### src/rtl/gcd_core_if.sv
// -----------------------------------------------------------------------------
// gcd_core_if
// Start/done handshake bundle for the gcd_core accelerator.
//
// Signals:
//   start   controller -> core   load request, sampled on rising clk
//   a_in    controller -> core   first operand, unsigned WIDTH bits
//   b_in    controller -> core   second operand, unsigned WIDTH bits
//   result  core -> controller   gcd of the last loaded pair, valid while done=1
//   done    core -> controller   registered level, 1 = result valid
//
// Modports:
//   master  the controller / bench side (drives start and operands)
//   slave   the gcd_core side (drives result and done)
// -----------------------------------------------------------------------------
interface gcd_core_if #(
    parameter int WIDTH = 32
) ();

    logic             start;
    logic [WIDTH-1:0] a_in;
    logic [WIDTH-1:0] b_in;
    logic [WIDTH-1:0] result;
    logic             done;

    modport master (
        output start,
        output a_in,
        output b_in,
        input  result,
        input  done
    );

    modport slave (
        input  start,
        input  a_in,
        input  b_in,
        output result,
        output done
    );

endinterface : gcd_core_if

### src/rtl/gcd_core.sv
// -----------------------------------------------------------------------------
// gcd_core
// Iterative greatest-common-divisor engine (Euclid by repeated subtraction)
// for two unsigned WIDTH-bit operands.
//
// Ports:
//   clk      rising-edge clock
//   reset_n  asynchronous reset, ACTIVE-HIGH despite its name
//   bus      gcd_core_if.slave: start, a_in, b_in in; result, done out
//
// Operation:
//   - A start edge (in any state) loads the operands, clears done and enters
//     RUN. result keeps its previous value until the new job finishes.
//   - In RUN the engine terminates as soon as either working register is zero
//     or both are equal; otherwise the larger register is reduced by the
//     smaller one. Because only larger-minus-smaller is ever taken, the
//     subtraction never wraps.
//   - In DONE, result and done hold until the next start edge or reset.
//   - All outputs are driven straight from flops.
// -----------------------------------------------------------------------------
module gcd_core #(
    parameter int WIDTH = 32
) (
    input  logic       clk,
    input  logic       reset_n,
    gcd_core_if.slave  bus
);

    typedef enum logic [1:0] {
        ST_IDLE = 2'd0,
        ST_RUN  = 2'd1,
        ST_DONE = 2'd2
    } state_t;

    // Registered state and its next-state companions
    state_t           state_r;
    state_t           state_s;
    logic [WIDTH-1:0] a_r;
    logic [WIDTH-1:0] a_s;
    logic [WIDTH-1:0] b_r;
    logic [WIDTH-1:0] b_s;
    logic [WIDTH-1:0] result_r;
    logic [WIDTH-1:0] result_s;
    logic             done_r;
    logic             done_s;

    // Datapath status flags
    logic             a_zero_s;
    logic             b_zero_s;
    logic             a_eq_b_s;
    logic             a_gt_b_s;
    logic [WIDTH-1:0] diff_s;

    // Larger minus smaller; one shared subtractor serves both reduction
    // directions since only one of them is ever taken per cycle.
    function automatic logic [WIDTH-1:0] abs_diff(
        input logic [WIDTH-1:0] x,
        input logic [WIDTH-1:0] y
    );
        logic [WIDTH-1:0] d;
        if (x > y) begin
            d = x - y;
        end else begin
            d = y - x;
        end
        return d;
    endfunction

    // Operand comparisons and the shared difference
    always_comb begin
        a_zero_s = (a_r == {WIDTH{1'b0}});
        b_zero_s = (b_r == {WIDTH{1'b0}});
        a_eq_b_s = (a_r == b_r);
        a_gt_b_s = (a_r > b_r);
        diff_s   = abs_diff(a_r, b_r);
    end

    // Next-state and next-output logic; a start edge overrides everything
    always_comb begin
        state_s  = state_r;
        a_s      = a_r;
        b_s      = b_r;
        result_s = result_r;
        done_s   = done_r;

        if (bus.start) begin
            // Load (or abort-and-reload): result intentionally untouched
            a_s     = bus.a_in;
            b_s     = bus.b_in;
            done_s  = 1'b0;
            state_s = ST_RUN;
        end else begin
            case (state_r)
                ST_IDLE: begin
                    done_s = 1'b0;
                end

                ST_RUN: begin
                    // Zero checks come first so a zero operand terminates
                    // immediately instead of subtracting forever.
                    if (a_zero_s) begin
                        result_s = b_r;
                        done_s   = 1'b1;
                        state_s  = ST_DONE;
                    end else if (b_zero_s) begin
                        result_s = a_r;
                        done_s   = 1'b1;
                        state_s  = ST_DONE;
                    end else if (a_eq_b_s) begin
                        result_s = a_r;
                        done_s   = 1'b1;
                        state_s  = ST_DONE;
                    end else if (a_gt_b_s) begin
                        a_s = diff_s;
                    end else begin
                        b_s = diff_s;
                    end
                end

                ST_DONE: begin
                    done_s = 1'b1;
                end

                default: begin
                    // Unreachable encoding: fall back to a quiet idle
                    state_s = ST_IDLE;
                    done_s  = 1'b0;
                end
            endcase
        end
    end

    // State, working registers and output flops; reset is active-high
    always_ff @(posedge clk or posedge reset_n) begin
        if (reset_n) begin
            state_r  <= ST_IDLE;
            a_r      <= {WIDTH{1'b0}};
            b_r      <= {WIDTH{1'b0}};
            result_r <= {WIDTH{1'b0}};
            done_r   <= 1'b0;
        end else begin
            state_r  <= state_s;
            a_r      <= a_s;
            b_r      <= b_s;
            result_r <= result_s;
            done_r   <= done_s;
        end
    end

    assign bus.result = result_r;
    assign bus.done   = done_r;

endmodule : gcd_core

### src/flat_wrapper.sv
// flat-port wrapper written by rule: the top's interface ports become plain ports
module gcd_core_flat 
#(
    parameter int WIDTH = 32
)
  (clk, reset_n, bus_start, bus_a_in, bus_b_in, bus_result, bus_done);
  gcd_core_if #(.WIDTH(WIDTH)) bus_i ();
  input  logic clk;
  input  logic reset_n;
  input wire logic [$bits(bus_i.start)-1:0] bus_start;
  input wire logic [$bits(bus_i.a_in)-1:0] bus_a_in;
  input wire logic [$bits(bus_i.b_in)-1:0] bus_b_in;
  output wire logic [$bits(bus_i.result)-1:0] bus_result;
  output wire logic [$bits(bus_i.done)-1:0] bus_done;
  assign bus_i.start = bus_start;
  assign bus_i.a_in = bus_a_in;
  assign bus_i.b_in = bus_b_in;
  assign bus_result = bus_i.result;
  assign bus_done = bus_i.done;
  gcd_core #(.WIDTH(WIDTH)) u_core (.clk(clk), .reset_n(reset_n), .bus(bus_i));
endmodule
### config.mk
export PLATFORM = sky130hd
export DESIGN_NAME = gcd_core_flat
export DESIGN_NICKNAME = d
export VERILOG_FILES = /design/src/rtl/gcd_core_if.sv /design/src/rtl/gcd_core.sv /design/src/flat_wrapper.sv
export SDC_FILE = /design/constraint.sdc
export NUM_CORES = 1
export LEC_CHECK = 0
export ABC_AREA = 1
export BUFFER_PORTS_ARGS = -buffer_cell sky130_fd_sc_hd__buf_2
export CORE_MARGIN = 5
export CORE_UTILIZATION = 40
export DETAILED_ROUTE_END_ITERATION = 10
export SYNTH_ARGS = -nofsm -noshare
export SYNTH_HDL_FRONTEND = slang
export SYNTH_SLANG_ARGS = --single-unit
### constraint.sdc
create_clock -name clk -period 4.6 [get_ports clk]
set_input_delay 0.92 -clock clk [delete_from_list [all_inputs] [get_ports clk]]
set_output_delay 0.92 -clock clk [all_outputs]
set_load 0.005 [all_outputs]
-- Word level (Yosys, flattened, before mapping)
Index checks and enable logic that the tools add are counted.
Widths: inputs -> output; s select.
- output and inout bits: 33
- input port bits: 67
- bits in registers: 99
- order comparisons: 1
- add/subtract/negate cells: 2
- equality and inequality tests: 9
- multiplexer cells: 26
- reduce and logical (&&, ||, !) cells: 11
- bitwise logic cells: 1
- operators with widths (kind ; number):
    $mux 32 ; 16
    $logic_not 32->1 ; 2
    $sub 32x32->32 ; 2
    $eq 32x32->1 ; 1
    $gt 32x32->1 ; 1
    $reduce_and 5->1 ; 2
    $mux 2 ; 4
    $ne 2x2->1 const B ; 4
    $ne 5x2->1 const B ; 1
    $mux 1 ; 4
    $pmux 2 s2 ; 1
    $reduce_bool 2->1 ; 2
    $reduce_and 3->1 ; 1
    $reduce_bool 3->1 ; 1
    $eq 2x1->1 const B ; 1
    $eq 2x2->1 const B ; 1
    $logic_not 2->1 ; 1
    $ne 2x1->1 const B ; 1
    $pmux 1 s2 ; 1
    $reduce_and 2->1 ; 1
    $reduce_or 2->1 ; 1
    $not 1->1 ; 1

-- Longest topological paths before layout
- depth in word-level cells: 8
- gate-level depth with buffers: 20
- mapped depth without buffers: 18

-- Worst setup path before layout
No wires, ideal clock.
- path type: register to register
- from: register u_core.a_r[0]
- to: register u_core.a_r[31]
- cell stages (with the launch flop): 19
- clock period less this slack: 2.392 ns
- setup time: 0.120 ns
- required time: 4.480 ns
- arrival: 2.272 ns
- setup slack: 2.208 ns
- cells stage by stage: dfrtp_1 > inv_1 > ha_1 > fa_1 > inv_1 > nand2_1 > nand2_2 > nand2_1 > nand2_2 > nand2_1 > nand2_2 > nand2_2 > nand2_2 > nand2_4 > nand2_1 > nand2_4 > buf_4 > nor2_1 > a21oi_2
- longest elaborated chain between the ends: 8
- RTL lines (element ; line ; source):
    start: declaration ; gcd_core.sv:38 ; logic [WIDTH-1:0] a_r;
    start signal: assignment ; gcd_core.sv:137 ; a_r <= {WIDTH{1'b0}};
    start signal: assignment ; gcd_core.sv:143 ; a_r <= a_s;
    $sub 32x32->32, or another cell as far along ; gcd_core.sv:64 ; d = y - x;
    $mux 32 ; gcd_core.sv:61 ; if (x > y) begin
    $mux 32 ; gcd_core.sv:113 ; end else if (a_gt_b_s) begin
    $mux 32 ; gcd_core.sv:109 ; end else if (a_eq_b_s) begin
    $mux 32 ; gcd_core.sv:105 ; end else if (b_zero_s) begin
    $mux 32 ; gcd_core.sv:101 ; if (a_zero_s) begin
    $mux 32 ; gcd_core.sv:93 ; case (state_r)
    $mux 32 ; gcd_core.sv:86 ; if (bus.start) begin
Parallel ways exist; a longest one is shown, timed or not. The select of a mux whose other input is x is not followed.
A chain may end at the register's enable or synchronous reset.

-- Final worst setup path
- from: register u_core.a_r[0]
- to: register u_core.a_r[24]
Same word-level chain as after synthesis.

==> results.json <==
{
  "outcome": "finished, final reports clean",
  "final_cell_mix": "nand2_1 (652), inv_1 (293), nor2_1 (236)",
  "setup_viol_count_final": 0,
  "post_cts_buffers": 0,
  "syn_nets": 1855,
  "die_h_um": 168,
  "cp_common_cell": "nand2_2",
  "drt_iter0_markers": 829,
  "first_pass_iters": 5,
  "core_mm2": 0.0245,
  "num_antenna_cells": 0,
  "start_kind": "flip-flop",
  "vias": 10200,
  "critPathMaxStageDelay_ns": 0.46,
  "cp.arrival_ns": 3.66,
  "synthDistinctLibCells": 34,
  "path_max_fanout": 34,
  "r2r.worst_path.cells": 18,
  "min_from": "u_core.bus.result[12]$_DFFE_PP0P_",
  "period_share_pct": 74.2,
  "fin_skew_ns": 0.0193,
  "io_buffers": 99,
  "hpwl_um": 26700,
  "cts_num_sinks": 99,
  "htree_levels": 3,
  "antenna_found_initial": 0,
  "final_common_cell": "nand2_1",
  "cts_resized": 0,
  "die_w_um": 168,
  "gp_congestion": 0.978,
  "yosys_warnings": 0,
  "ios": 100,
  "whs_ns": 0.484,
  "crit_type": "reg -> reg",
  "reg2reg_from": "u_core.a_r[0]$_DFFE_PP0P_",
  "cts_hold_buf": 0,
  "ys_ff_latch": 99,
  "cts_tree": "yes",
  "final_area_mm2": 0.0110,
  "yosysSeqAreaShare_pct": 24.8,
  "drc_errors": 0,
  "r2r_end": "u_core.a_r[24]$_DFFE_PP0P_",
  "hold_violations": 0,
  "grt_pass1_wl_um": 54200,
  "finalCriticalPeriod_ns": 3.41,
  "cts.path.max_buffers": 2,
  "wl_um": 33900,
  "cp_num_buf_inv": 3,
  "relSlewSlack_pct": 35.7,
  "rows": 57,
  "ys.flop_type": "dfrtp_1",
  "wl_per_cell_um": 16.0,
  "grt_pass1_vias": 9919,
  "async_flop_share_pct": 100,
  "worst_path_max_delay_cell": "fa_1",
  "rrSetupSlack_ns": 1.19,
  "grt_use_total_pct": 24.2,
  "hold_class": "reg -> reg",
  "path_clk_slew_ns": 0.08,
  "cap_violations": 0,
  "dieArea_mm2": 0.0282,
  "start_util_pct": 40.8,
  "setup_tns_ns": 0,
  "placed_area_mm2": 0.0107,
  "vias_per_cell": 4.82,
  "path_delay_family": "simple AND/OR/NAND/NOR gates",
  "clock_latency_ns": 0.37,
  "cp.required_ns": 4.85,
  "drive_gt1_share_pct": 9.77,
  "area_growth_syn_to_layout_pct": 9.75,
  "syn_avg_cell_area_um2": 5.80,
  "synth-edff-count": 0,
  "worst_pin_slew_ns": 0.965,
  "syn_area_mm2": 0.00998,
  "syn_inst": 1720,
  "cts-root-buf": "clkbuf_16",
  "cts_inserted_buffers": 9,
  "crit_chain": "inv_1 > ha_1 > fa_1 > inv_1 > nand2_1 > nand2_2 > nand2_1 > nand2_2 > nand2_1 > nand2_2 > nand2_2 > nand2_2 > nand2_4 > o21ai_4 > buf_4 > nand2_1 > nor2_1 > nor2_1",
  "grt_overflow": 0,
  "worstSetupEndpointType": "flip-flop",
  "grt_setup_unrepaired": "no",
  "min_path_cells": 2,
  "whs_endpoint": "u_core.bus.result[12]$_DFFE_PP0P_",
  "nets": 1922,
  "ant_nets": 0,
  "fmax_mhz": 293,
  "grt_max_degree": 75,
  "slew_violations": 0
}
==> through the flow <==
stage          instances  utilization [%]  worst slack (ns)
2_1_floorplan       1720                -              1.09
3_3_place_gp        2100             43.5              1.16
3_5_place_dp        2100             43.5              1.21
4_1_cts             2116             44.8              1.18
5_1_grt             2116             44.8              1.00
6_report            2116             44.8              1.19
==> worst max path at each step <==
stage / from / end / slack, ns / cells after the start
2_1_floorplan: reset_n / u_core.a_r[0]$_DFFE_PP0P_ / 1.09 / 1
3_3_place_gp: u_core.a_r[0]$_DFFE_PP0P_ / u_core.a_r[24]$_DFFE_PP0P_ / 1.16 / 18
3_5_place_dp: u_core.a_r[0]$_DFFE_PP0P_ / u_core.a_r[24]$_DFFE_PP0P_ / 1.21 / 18
4_1_cts: u_core.a_r[0]$_DFFE_PP0P_ / u_core.a_r[24]$_DFFE_PP0P_ / 1.18 / 18
5_1_grt: u_core.a_r[0]$_DFFE_PP0P_ / u_core.a_r[16]$_DFFE_PP0P_ / 1.0 / 18
6_report: u_core.a_r[0]$_DFFE_PP0P_ / u_core.a_r[24]$_DFFE_PP0P_ / 1.19 / 18
==> layer usage <==
| metal | track usage [%] | up-vias | wire length [µm] | share of wire (%) |
|---|---|---|---|---|
| met1 | 36.6 | 4569 | 17100 | 50 |
| met3 | 2.81 | 37 | 1870 | 5.5 |
| li1 | - | 5286 | - | - |
| met2 | 36.6 | 299 | 14200 | 42 |
| met4 | 5.82 | 0 | 734 | 2.2 |
| met5 | 0 | - | 0 | 0 |
==> final cells by class <==
class                           count  area [µm²]
Sequential cell                    99        2480
Tap cell                          324         405
Clock buffer                       10         229
Multi-Input combinational cell   1263        6050
Inverter                          306        1160
Fill cell                        2717       13500
Clock inverter                      6        72.6
Timing Repair Buffer              108         563
==> cells by family (layout without fill, tap and decap cells) <==
group	count (synthesis)	after routing	share of synthesized area [%]
and+or+nand+nor	1050	1050	43.0
buffers and inverters	358	430	14.6
AOI/OAI and AO/OA	113	113	6.02
DFF	99	99	24.8
adders and majority gates	68	68	8.67
xor gates and xnor gates	32	32	2.81
==> worst register-to-register path, stage by stage, from the launching register on <==
cell,delay [ns]
dfrtp_1,0.37
inv_1,0.09
ha_1,0.24
fa_1,0.46
inv_1,0.14
nand2_1,0.08
nand2_2,0.08
nand2_1,0.07
nand2_2,0.11
nand2_1,0.08
nand2_2,0.08
nand2_2,0.06
nand2_2,0.11
nand2_4,0.32
o21ai_4,0.25
buf_4,0.37
nand2_1,0.12
nor2_1,0.21
nor2_1,0.06
==> cells in the mapped netlist (2+ instances only) <==
master | instances | area share [%]
inv_4 | 2 | 0.13
nor3_1 | 4 | 0.20
o21ai_0 | 13 | 0.65
ha_1 | 66 | 8.3
fa_1 | 2 | 0.40
dfrtp_1 | 99 | 25
a21oi_1 | 62 | 3.1
o21bai_1 | 3 | 0.23
xnor2_1 | 3 | 0.26
a21oi_2 | 5 | 0.44
nor2_1 | 236 | 8.9
inv_1 | 294 | 11
nand4_1 | 27 | 1.7
a21o_1 | 2 | 0.15
nand3_1 | 97 | 4.9
buf_2 | 14 | 0.70
o21ai_1 | 27 | 1.4
nand2_1 | 652 | 25
xor2_1 | 29 | 2.5
buf_4 | 15 | 1.1
buf_1 | 2 | 0.075
nor2_2 | 4 | 0.25
inv_2 | 10 | 0.38
clkbuf_1 | 16 | 0.60
nor2_4 | 4 | 0.45
nand2_4 | 4 | 0.45
buf_6 | 5 | 0.56
nand2_2 | 17 | 1.1
==> registers in the layout, summed over array words and instances (netlist names) <==
name and count:
u_core.bus.result 32, u_core.a_r 32, u_core.b_r 32, u_core.state_r 2
u_core.bus.done 1
Power is left out: the tool's default activity adds up to more than one toggle a clock period on the data nets, which glitch-free logic cannot reach.
